### config.mk
export PLATFORM = sky130hd
export DESIGN_NAME = spike_class_decoder_flat
export DESIGN_NICKNAME = d
export VERILOG_FILES = /design/src/rtl/spike_class_decoder_pkg.sv /design/src/rtl/spike_class_decoder_if.sv /design/src/rtl/spike_class_decoder_counter_bank.sv /design/src/rtl/spike_class_decoder.sv /design/src/flat_wrapper.sv
export SDC_FILE = /design/constraint.sdc
export NUM_CORES = 1
export LEC_CHECK = 0
export BUFFER_PORTS_ARGS = -buffer_cell sky130_fd_sc_hd__buf_2
export CAP_MARGIN = 5
export CORE_MARGIN = 2
export CORE_UTILIZATION = 40
export DETAILED_ROUTE_END_ITERATION = 6
export PLACE_DENSITY = 0.56
export SLEW_MARGIN = 20
export SYNTH_ARGS = -nofsm -noshare
export SYNTH_HDL_FRONTEND = slang
export SYNTH_SLANG_ARGS = --single-unit
### constraint.sdc
create_clock -name clk -period 4.2 [get_ports clk]
set_clock_uncertainty 0.2 [all_clocks]
set_input_delay 0.84 -clock clk [delete_from_list [all_inputs] [get_ports clk]]
set_output_delay 0.84 -clock clk [all_outputs]
set_load 0.02 [all_outputs]
### src/rtl/spike_class_decoder_pkg.sv
// rtl/spike_class_decoder_pkg.sv - shared constants and FSM state type for the spike class decoder
package spike_class_decoder_pkg;
  localparam int NUM_NEURONS = 8;
  localparam int CNT_W       = 8;
  localparam int IDX_W       = 3;
  localparam int WIN_W       = 16;

  localparam logic [CNT_W-1:0] CNT_MAX = {CNT_W{1'b1}};

  typedef enum logic [1:0] {
    IDLE    = 2'd0,
    ACCUM   = 2'd1,
    COMPARE = 2'd2,
    HOLD    = 2'd3
  } state_t;
endpackage

### src/rtl/spike_class_decoder_if.sv
// rtl/spike_class_decoder_if.sv - control, spike input and class result handshake bundle
interface spike_class_decoder_if;
  import spike_class_decoder_pkg::*;

  logic                   start;
  logic [WIN_W-1:0]       window_len;
  logic [NUM_NEURONS-1:0] spike_in;
  logic [IDX_W-1:0]       class_idx;
  logic [CNT_W-1:0]       class_count;
  logic                   no_spike;
  logic                   class_valid;
  logic                   class_ready;
  logic                   busy;

  modport master (
    input  start, window_len, spike_in, class_ready,
    output class_idx, class_count, no_spike, class_valid, busy
  );

  modport slave (
    output start, window_len, spike_in, class_ready,
    input  class_idx, class_count, no_spike, class_valid, busy
  );
endinterface

### src/rtl/spike_class_decoder_counter_bank.sv
// rtl/spike_class_decoder_counter_bank.sv - per-neuron saturating spike counters with indexed read port
module spike_counter_bank
  import spike_class_decoder_pkg::*;
(
  input  logic                   clk,
  input  logic                   rst_n,
  input  logic                   clr,
  input  logic                   en,
  input  logic [NUM_NEURONS-1:0] spike_in,
  input  logic [IDX_W-1:0]       rd_idx,
  output logic [CNT_W-1:0]       rd_cnt
);
  logic [CNT_W-1:0] cnt_q [NUM_NEURONS];
  logic [CNT_W-1:0] cnt_d [NUM_NEURONS];

  always_comb begin
    for (int i = 0; i < NUM_NEURONS; i++) begin
      cnt_d[i] = cnt_q[i];
      if (clr) begin
        cnt_d[i] = '0;
      end else if (en && spike_in[i] && (cnt_q[i] != CNT_MAX)) begin
        cnt_d[i] = cnt_q[i] + 1'b1;
      end
    end
  end

  always_ff @(posedge clk or negedge rst_n) begin
    if (!rst_n) begin
      for (int i = 0; i < NUM_NEURONS; i++) begin
        cnt_q[i] <= '0;
      end
    end else begin
      for (int i = 0; i < NUM_NEURONS; i++) begin
        cnt_q[i] <= cnt_d[i];
      end
    end
  end

  assign rd_cnt = cnt_q[rd_idx];
endmodule

### src/rtl/spike_class_decoder.sv
// rtl/spike_class_decoder.sv - windowed spike counting followed by a sequential argmax over neurons
module spike_class_decoder
  import spike_class_decoder_pkg::*;
(
  input  logic                  clk,
  input  logic                  reset_n,
  spike_class_decoder_if.master bus
);
  state_t           state_q, state_d;
  logic [WIN_W-1:0] win_len_q, win_len_d;
  logic [WIN_W-1:0] win_cnt_q, win_cnt_d;
  logic [IDX_W-1:0] cmp_idx_q, cmp_idx_d;
  logic [IDX_W-1:0] best_idx_q, best_idx_d;
  logic [CNT_W-1:0] best_cnt_q, best_cnt_d;
  logic [IDX_W-1:0] res_idx_q, res_idx_d;
  logic [CNT_W-1:0] res_cnt_q, res_cnt_d;
  logic             no_spike_q, no_spike_d;

  logic             cnt_clr;
  logic             cnt_en;
  logic [CNT_W-1:0] rd_cnt;
  logic             cand_wins;
  logic [IDX_W-1:0] nxt_best_idx;
  logic [CNT_W-1:0] nxt_best_cnt;

  spike_counter_bank u_bank (
    .clk      (clk),
    .rst_n    (reset_n),
    .clr      (cnt_clr),
    .en       (cnt_en),
    .spike_in (bus.spike_in),
    .rd_idx   (cmp_idx_q),
    .rd_cnt   (rd_cnt)
  );

  // Strict greater-than keeps the earliest (lowest) index on ties.
  always_comb begin
    cand_wins    = rd_cnt > best_cnt_q;
    nxt_best_idx = cand_wins ? cmp_idx_q : best_idx_q;
    nxt_best_cnt = cand_wins ? rd_cnt : best_cnt_q;
  end

  always_comb begin
    state_d    = state_q;
    win_len_d  = win_len_q;
    win_cnt_d  = win_cnt_q;
    cmp_idx_d  = cmp_idx_q;
    best_idx_d = best_idx_q;
    best_cnt_d = best_cnt_q;
    res_idx_d  = res_idx_q;
    res_cnt_d  = res_cnt_q;
    no_spike_d = no_spike_q;
    cnt_clr    = 1'b0;
    cnt_en     = 1'b0;

    case (state_q)
      IDLE: begin
        if (bus.start) begin
          cnt_clr   = 1'b1;
          win_len_d = (bus.window_len == '0) ? WIN_W'(1) : bus.window_len;
          win_cnt_d = '0;
          state_d   = ACCUM;
        end
      end
      ACCUM: begin
        cnt_en    = 1'b1;
        win_cnt_d = win_cnt_q + 1'b1;
        if (win_cnt_q == win_len_q - 1'b1) begin
          cmp_idx_d  = '0;
          best_idx_d = '0;
          best_cnt_d = '0;
          state_d    = COMPARE;
        end
      end
      COMPARE: begin
        best_idx_d = nxt_best_idx;
        best_cnt_d = nxt_best_cnt;
        cmp_idx_d  = cmp_idx_q + 1'b1;
        if (cmp_idx_q == IDX_W'(NUM_NEURONS - 1)) begin
          res_idx_d  = nxt_best_idx;
          res_cnt_d  = nxt_best_cnt;
          no_spike_d = (nxt_best_cnt == '0);
          state_d    = HOLD;
        end
      end
      HOLD: begin
        if (bus.class_ready) begin
          state_d = IDLE;
        end
      end
      default: state_d = IDLE;
    endcase
  end

  always_ff @(posedge clk or negedge reset_n) begin
    if (!reset_n) begin
      state_q    <= IDLE;
      win_len_q  <= '0;
      win_cnt_q  <= '0;
      cmp_idx_q  <= '0;
      best_idx_q <= '0;
      best_cnt_q <= '0;
      res_idx_q  <= '0;
      res_cnt_q  <= '0;
      no_spike_q <= 1'b0;
    end else begin
      state_q    <= state_d;
      win_len_q  <= win_len_d;
      win_cnt_q  <= win_cnt_d;
      cmp_idx_q  <= cmp_idx_d;
      best_idx_q <= best_idx_d;
      best_cnt_q <= best_cnt_d;
      res_idx_q  <= res_idx_d;
      res_cnt_q  <= res_cnt_d;
      no_spike_q <= no_spike_d;
    end
  end

  assign bus.class_valid = (state_q == HOLD);
  assign bus.busy        = (state_q != IDLE);
  assign bus.class_idx   = res_idx_q;
  assign bus.class_count = res_cnt_q;
  assign bus.no_spike    = no_spike_q;
endmodule

### src/flat_wrapper.sv
// flat-port wrapper written by rule: the top's interface ports become plain ports
module spike_class_decoder_flat import spike_class_decoder_pkg::*;
  (clk, reset_n, bus_start, bus_window_len, bus_spike_in, bus_class_ready, bus_class_idx, bus_class_count, bus_no_spike, bus_class_valid, bus_busy);
  spike_class_decoder_if bus_i ();
  input  logic clk;
  input  logic reset_n;
  input wire logic [$bits(bus_i.start)-1:0] bus_start;
  input wire logic [$bits(bus_i.window_len)-1:0] bus_window_len;
  input wire logic [$bits(bus_i.spike_in)-1:0] bus_spike_in;
  input wire logic [$bits(bus_i.class_ready)-1:0] bus_class_ready;
  output wire logic [$bits(bus_i.class_idx)-1:0] bus_class_idx;
  output wire logic [$bits(bus_i.class_count)-1:0] bus_class_count;
  output wire logic [$bits(bus_i.no_spike)-1:0] bus_no_spike;
  output wire logic [$bits(bus_i.class_valid)-1:0] bus_class_valid;
  output wire logic [$bits(bus_i.busy)-1:0] bus_busy;
  assign bus_i.start = bus_start;
  assign bus_i.window_len = bus_window_len;
  assign bus_i.spike_in = bus_spike_in;
  assign bus_i.class_ready = bus_class_ready;
  assign bus_class_idx = bus_i.class_idx;
  assign bus_class_count = bus_i.class_count;
  assign bus_no_spike = bus_i.no_spike;
  assign bus_class_valid = bus_i.class_valid;
  assign bus_busy = bus_i.busy;
  spike_class_decoder u_core (.clk(clk), .reset_n(reset_n), .bus(bus_i));
endmodule
==> flow_summary_export.csv, run 1 <==
group,metric,value,unit
sta,drv_slew,0,
placed_design,dpl_cell_area,0.00751,mm2
placed_design,port_buffers,41,
sta,finalCriticalPeriod,3680,ps
yosys,postSynthAreaPerCell,10.0,um2
critical_path,start_kind,"flip-flop",
routing,vias,5346,
clock_network,cts_tree,"done",
critical_path,rrSetupSlack,520,ps
power,switching_share,0.392,
sta,setup_tns,0,ps
critical_path,arrival,3800,ps
routing,wl,16.6,mm
yosys,synth-edff-count,0,
final_layout,fin_util,0.467,
clock_network,clock_path_buffers,2,
yosys,ys_seq_area_frac,0.436,
routing,drt.antenna.violating_nets,0,
routing,wire_per_inst,16.9,um
power,vdd_drop_max,0.000305,V
critical_path,cp_top_family,"multiplexers",
yosys,syn_area,0.00711,mm2
global_route,grt_pass1_vias,5365,
critical_path,worstSetupPathType,"reg -> reg",
routing,first_pass_iters,4,
sta,worst_pin_slew,887,ps
critical_path,cp-end-kind,"flip-flop",
final_layout,finalNetCount,797,
power,p_int,3200,uW
critical_path,r2r_cells,10,
global_route,grt-ovfl-total,0,
power,switching_power,2070,uW
sta,setup_viol,0,
clock_network,htree_levels,4,
yosys,synth.largest_area_cell,"dfrtp_1",
yosys,synth.most_common_cell,"dfrtp_1",
sta,hold_viol,0,
die,start_util,0.410,
run,cap_violations,0,
placed_design,routabilityCongestion,0.866,
critical_path,critPathMaxStageDelay,720,ps
die,die_w,137,um
die,pin_count,42,
clock_network,clkTransAtPathRegs,60,ps
final_layout,final_cell_area,0.00811,mm2
placed_design,dpl.cell_count,950,
yosys,yosysUniqueCellTypes,64,
yosys,synthTopCellsByArea,"dfrtp_1 44%, xor2_1 6.3%, nor2_1 5.4%, mux4_2 5.1%, ha_1 4.4%",
yosys,async_flop_share,1.00,
clock_network,clk_latency,430,ps
yosys,ys.flop_type,"dfrtp_1",
routing,via_per_inst,5.44,
sta,relSlewSlack,0.407,
hold_path,min_path_type,"in -> async",
die,die_y,137,um
yosys,ys_ff_latch,124,
sta,max_clock_freq,272,MHz
critical_path,path_buf_inv,0,
clock_network,root_buffer,"clkbuf_16",
yosys,synth_fp_nets,763,
global_route,antenna_found_initial,0,
final_layout,drive_above_1_share,0.170,
global_route,grt_max_degree,69,
critical_path,r2r_end,"u_core.bus.class_count[0]",
sta,rsz0062_at_grt,"false",
sta,fin_crit_sh,0.875,
clock_network,numCtsBuffers,17,
critical_path,cp_max_fo,13,
clock_network,postCtsHoldBufs,0,
yosys,synth.top_cell.area_share,0.436,
clock_network,postCtsSetupBuffers,0,
power,p_clk_frac,0.282,
global_route,grt_pass1_wl,27.6,mm
routing,drt_iter0_markers,361,
critical_path,r2r-start,"u_core.cmp_idx_q[0]",
power,power.leakage,0.00365,uW
placed_design,place_hpwl,12.0,mm
outcome,status,"complete, no violations",
power,total_power,5270,uW
power,combPwrFrac,0.363,
final_layout,finalNonFillerCells,982,
yosys,netlist_instances,710,
routing,drc,0,
final_layout,syn2layout_area_growth,14.1,%
critical_path,cp_num_cells,10,
critical_path,worstPathRequired,4320,ps
critical_path,crit_slowest_cell,"dfrtp_1",
power,p_per_area,649,mW/mm2
final_layout,diodes,0,
clock_network,cts_sinks,124,
clock_network,cts_resized,0,
die,rows,48,
yosys,synthTopCellsByCount,"124 x dfrtp_1, 102 x nor2_1, 80 x nand2_1",
die,die_area,0.0189,mm2
yosys,ys.warnings.count,0,
power,seq_power_share,0.355,
global_route,grt.total_usage,0.191,
die,core_area,0.0174,mm2
critical_path,crit_chain,"mux4_2, mux2_2, ha_1, nor2b_1, o21a_1, o21ai_0, a21oi_1, o22a_2, mux2_2, o21ai_0",
sequential cells by signal (all words and copies together), names as in the netlist:
register / flops
u_core.win_cnt_q: 16
u_core.cmp_idx_q: 3
u_core.state_q: 2
u_core.bus.class_idx: 3
u_core.bus.class_count: 8
u_core.best_cnt_q: 8
u_core.bus.no_spike: 1
u_core.u_bank.cnt_q: 64
u_core.best_idx_q: 3
u_core.win_len_q: 16
per-layer routing:
layer | global-route usage | routed length, um | part of all wire | vias up
met5 | 0 | 0 | 0 | -
met4 | 0.0750 | 259 | 0.016 | 0
met3 | 0.0419 | 641 | 0.039 | 27
met2 | 0.301 | 7950 | 0.48 | 96
met1 | 0.258 | 7720 | 0.47 | 2665
li1 | - | - | - | 2558
cell type report:
| class | instances | area (um2) |
|---|---|---|
| clock buffer | 18 | 439 |
| clock inverter | 14 | 160 |
| fill | 1613 | 9240 |
| inverter | 24 | 90.1 |
| multi-input combinational | 531 | 3780 |
| sequential | 124 | 3100 |
| tap | 225 | 282 |
| timing repair buffer | 46 | 258 |
how the worst max path moves through the flow:
| stage | from | endpoint | slack (ps) |
|---|---|---|---|
| after floorplan | u_core.cmp_idx_q[0] | u_core.bus.class_idx[1] | 150 |
| after global placement | u_core.cmp_idx_q[0] | u_core.bus.class_count[0] | 290 |
| after detailed placement | u_core.cmp_idx_q[0] | u_core.bus.class_count[0] | 270 |
| after CTS | u_core.cmp_idx_q[0] | u_core.bus.class_count[0] | 250 |
| after global routing | u_core.cmp_idx_q[0] | u_core.bus.class_count[0] | 190 |
| final | u_core.cmp_idx_q[0] | u_core.bus.class_count[0] | 520 |
metrics by stage:
stage	setup WS, ps	hold slack (ps)
2_1_floorplan	152	267
3_3_place_gp	288	273
3_5_place_dp	270	273
4_1_cts	251	287
5_1_grt	191	309
6_report	524	269
cells in the final DEF (no fill, tap or decap), types with 5 or more instances in the layout:
master     instances
ha_1              25
nor4_1             8
o21ai_0           22
clkinv_4           6
inv_1             24
clkbuf_16         17
o211ai_1           7
or3_1              6
buf_2             40
xnor2_1           33
buf_4              5
mux2i_1           19
mux4_2            16
nand4_1           16
nor2_1           102
nand2_1           80
dfrtp_1          124
xor2_1            51
a21oi_1           11
nand2b_1           7
mux2_2             8
and3_1            10
nand3_1           36
o2bb2ai_2         10
power by group through the flow:
stage                     clock network [uW]  logic, uW  registers (uW)
after floorplan                            0       1600            1720
after global placement                     0       1860            1880
after detailed placement                   0       1920            1890
after CTS                               1520       1930            1870
after global routing                    1580       2130            1920
final                                   1480       1910            1870
cell families after synthesis:
group	count (synthesis)	synth area share
XOR/XNOR	84	0.103
multiplexers	45	0.0938
adder cells (fa/ha/maj)	25	0.0440
AO/OA/AOI/OAI	78	0.0876
AND/OR/NAND/NOR	299	0.203
flip-flops	124	0.436
buffers and inverters	55	0.0324
Power figures use the tool's default switching activity.
==> inputs of run 2 (changes only) <==
--- a/config.mk
+++ b/config.mk
@@ -11,6 +11,8 @@
 export CORE_UTILIZATION = 40
 export DETAILED_ROUTE_END_ITERATION = 6
 export PLACE_DENSITY = 0.56
+export RECOVER_POWER = 100
+export REMOVE_ABC_BUFFERS = 1
 export SLEW_MARGIN = 20
 export SYNTH_ARGS = -nofsm -noshare
 export SYNTH_HDL_FRONTEND = slang
==> run 2 against run 1 <==
Net effect: the run now ends with capacitance limit, slew limit left; clock power about the same; via count decreased by 1.7%; design area decreased by 0.46%; total power decreased by 0.51%; first-iteration DRC count decreased by 8.9%; worst hold slack improved by 13 ps; critical path depth decreased by 3; sequential cell count unchanged; setup slack got worse by 310 ps; clock-buffer cell count increased by 2; final cell count unchanged; sequential share of layout area increased by 0.18 points; largest cell class unchanged; highest routed layer unchanged.
==> flow_summary_export.csv, run 2 (synthesis gave the netlist of run 1 again) <==
group,metric,value,unit
placed_design,dpl.cell_count,951,
clock_network,postCtsHoldBufs,0,
clock_network,postCtsSetupBuffers,0,
die,pin_count,42,
placed_design,routabilityCongestion,0.882,
outcome,violations,"capacitance limit, slew limit",
global_route,grt.total_usage,0.193,
final_layout,diodes,0,
sta,whs,281,ps
final_layout,drive_above_1_share,0.141,
routing,vias,5253,
routing,via_per_inst,5.35,
clock_network,cts_resized,0,
hold_path,min_path_type,"reg -> reg",
final_layout,final_common_cell,"dfrtp_1",
routing,drc,0,
die,rows,48,
power,total_power,5240,uW
sta,fin_ws,216,ps
routing,dr_wl_met3,605,um
sta,relSlewSlack,-1.01,
placed_design,place_ws,284,ps
sta,fin_crit_sh,0.949,
global_route,grt_pass1_wl,27.8,mm
placed_design,port_buffers,41,
clock_network,clock_path_buffers,2,
clock_network,clkTransAtPathRegs,60,ps
critical_path,start_kind,"flip-flop",
critical_path,worstPathRequired,4300,ps
clock_network,cts_sinks,124,
clock_network,htree_levels,4,
power,p_per_area,649,mW/mm2
outcome,status,"finished, violations left",
final_layout,finalNetCount,798,
clock_network,cts_tree,"done",
run,cap_violations,1,
sta,setup_tns,0,ps
critical_path,cp_max_fo,14,
sta,hold_viol,0,
power,power.leakage,0.00359,uW
power,vdd_drop_max,0.000362,V
die,start_util,0.410,
routing,wire_per_inst,17.0,um
die,core_area,0.0174,mm2
critical_path,arrival,4080,ps
routing,first_pass_iters,7,
critical_path,worstSetupPathType,"reg -> reg",
sta,worst_pin_slew,3010,ps
routing,wl_met2,8.01,mm
placed_design,place_hpwl,12.0,mm
sta,setup_viol,0,
critical_path,cp-end-kind,"flip-flop",
final_layout,finalNonFillerCells,982,
routing,drt_iter0_markers,329,
routing,met1_length,7.79,mm
global_route,grt_max_degree,73,
sta,drv_slew,53,
die,die_w,137,um
final_layout,layout_common_cells,"124 x dfrtp_1, 102 x nor2_1, 80 x nand2_1, 51 x xor2_1, 36 x nand3_1",
routing,drt.antenna.violating_nets,0,
clock_network,root_buffer,"clkbuf_16",
clock_network,clk_latency,430,ps
die,die_y,137,um
final_layout,top_register,"u_core.u_bank.cnt_q",
global_route,grt_pass1_vias,5297,
sta,finalCriticalPeriod,3980,ps
routing,top_layer_used,"met4",
die,die_area,0.0189,mm2
final_layout,top_regs,"u_core.u_bank.cnt_q x64, u_core.win_cnt_q x16, u_core.win_len_q x16",
final_layout,syn2layout_area_growth,13.5,%
global_route,grt-ovfl-total,0,
sta,rsz0062_at_grt,"false",
global_route,antenna_found_initial,0,
clock_network,numCtsBuffers,17,
final_layout,largest_register_ffs,64,
sta,max_clock_freq,251,MHz
routing,wl,16.7,mm
==> run 2: worst paths after layout <==
kind | start | endpoint | slack (ps) | cells past startpoint
min reg2reg | u_core.bus.class_idx[2] | u_core.bus.class_idx[2] | 280 | 2
max reg2reg | u_core.win_len_q[3] | u_core.cmp_idx_q[0] | 220 | 7
min in group asynchronous | reset_n | u_core.win_len_q[1] | 1190 | 1
max in group asynchronous | reset_n | u_core.bus.class_count[2] | 880 | 1
max | u_core.win_len_q[3] | u_core.cmp_idx_q[0] | 220 | 7
min | u_core.bus.class_idx[2] | u_core.bus.class_idx[2] | 280 | 2
==> run 2: per-stage QoR <==
stage | util | area (um2)
after floorplan | - | 6970
after global placement | 0.433 | 7520
after detailed placement | 0.433 | 7520
after CTS | 0.468 | 8120
after global routing | 0.465 | 8080
final | 0.465 | 8080
==> run 2: cell type report <==
cell class / count / area [um2]
clock buffer: 20 / 457
clock inverter: 11 / 144
tap: 225 / 282
sequential: 124 / 3100
fill: 1630 / 9280
inverter: 24 / 90.1
multi-input combinational: 531 / 3760
timing repair buffer: 47 / 241
==> run 2: worst max-delay path, stage by stage, from the launching register on <==
cell       delay, ps
dfrtp_1          510
nor4_4           510
nand2_2           80
or4_2            650
a2111oi_0        730
a41oi_2          270
a21o_1           480
mux2_1           410
==> run 2: power breakdown <==
group / internal, uW / total (uW) / switching, uW
Clock: 957 / 1510 / 552
Combinational: 817 / 1880 / 1060
Sequential: 1450 / 1850 / 400
Total: 3220 / 5240 / 2020
==> run 2: routing by layer <==
| metal | global-route usage | vias to the layer above |
|---|---|---|
| li1 | - | 2550 |
| met1 | 0.262 | 2590 |
| met2 | 0.305 | 89 |
| met3 | 0.0427 | 24 |
| met4 | 0.0670 | 0 |
| met5 | 0 | - |
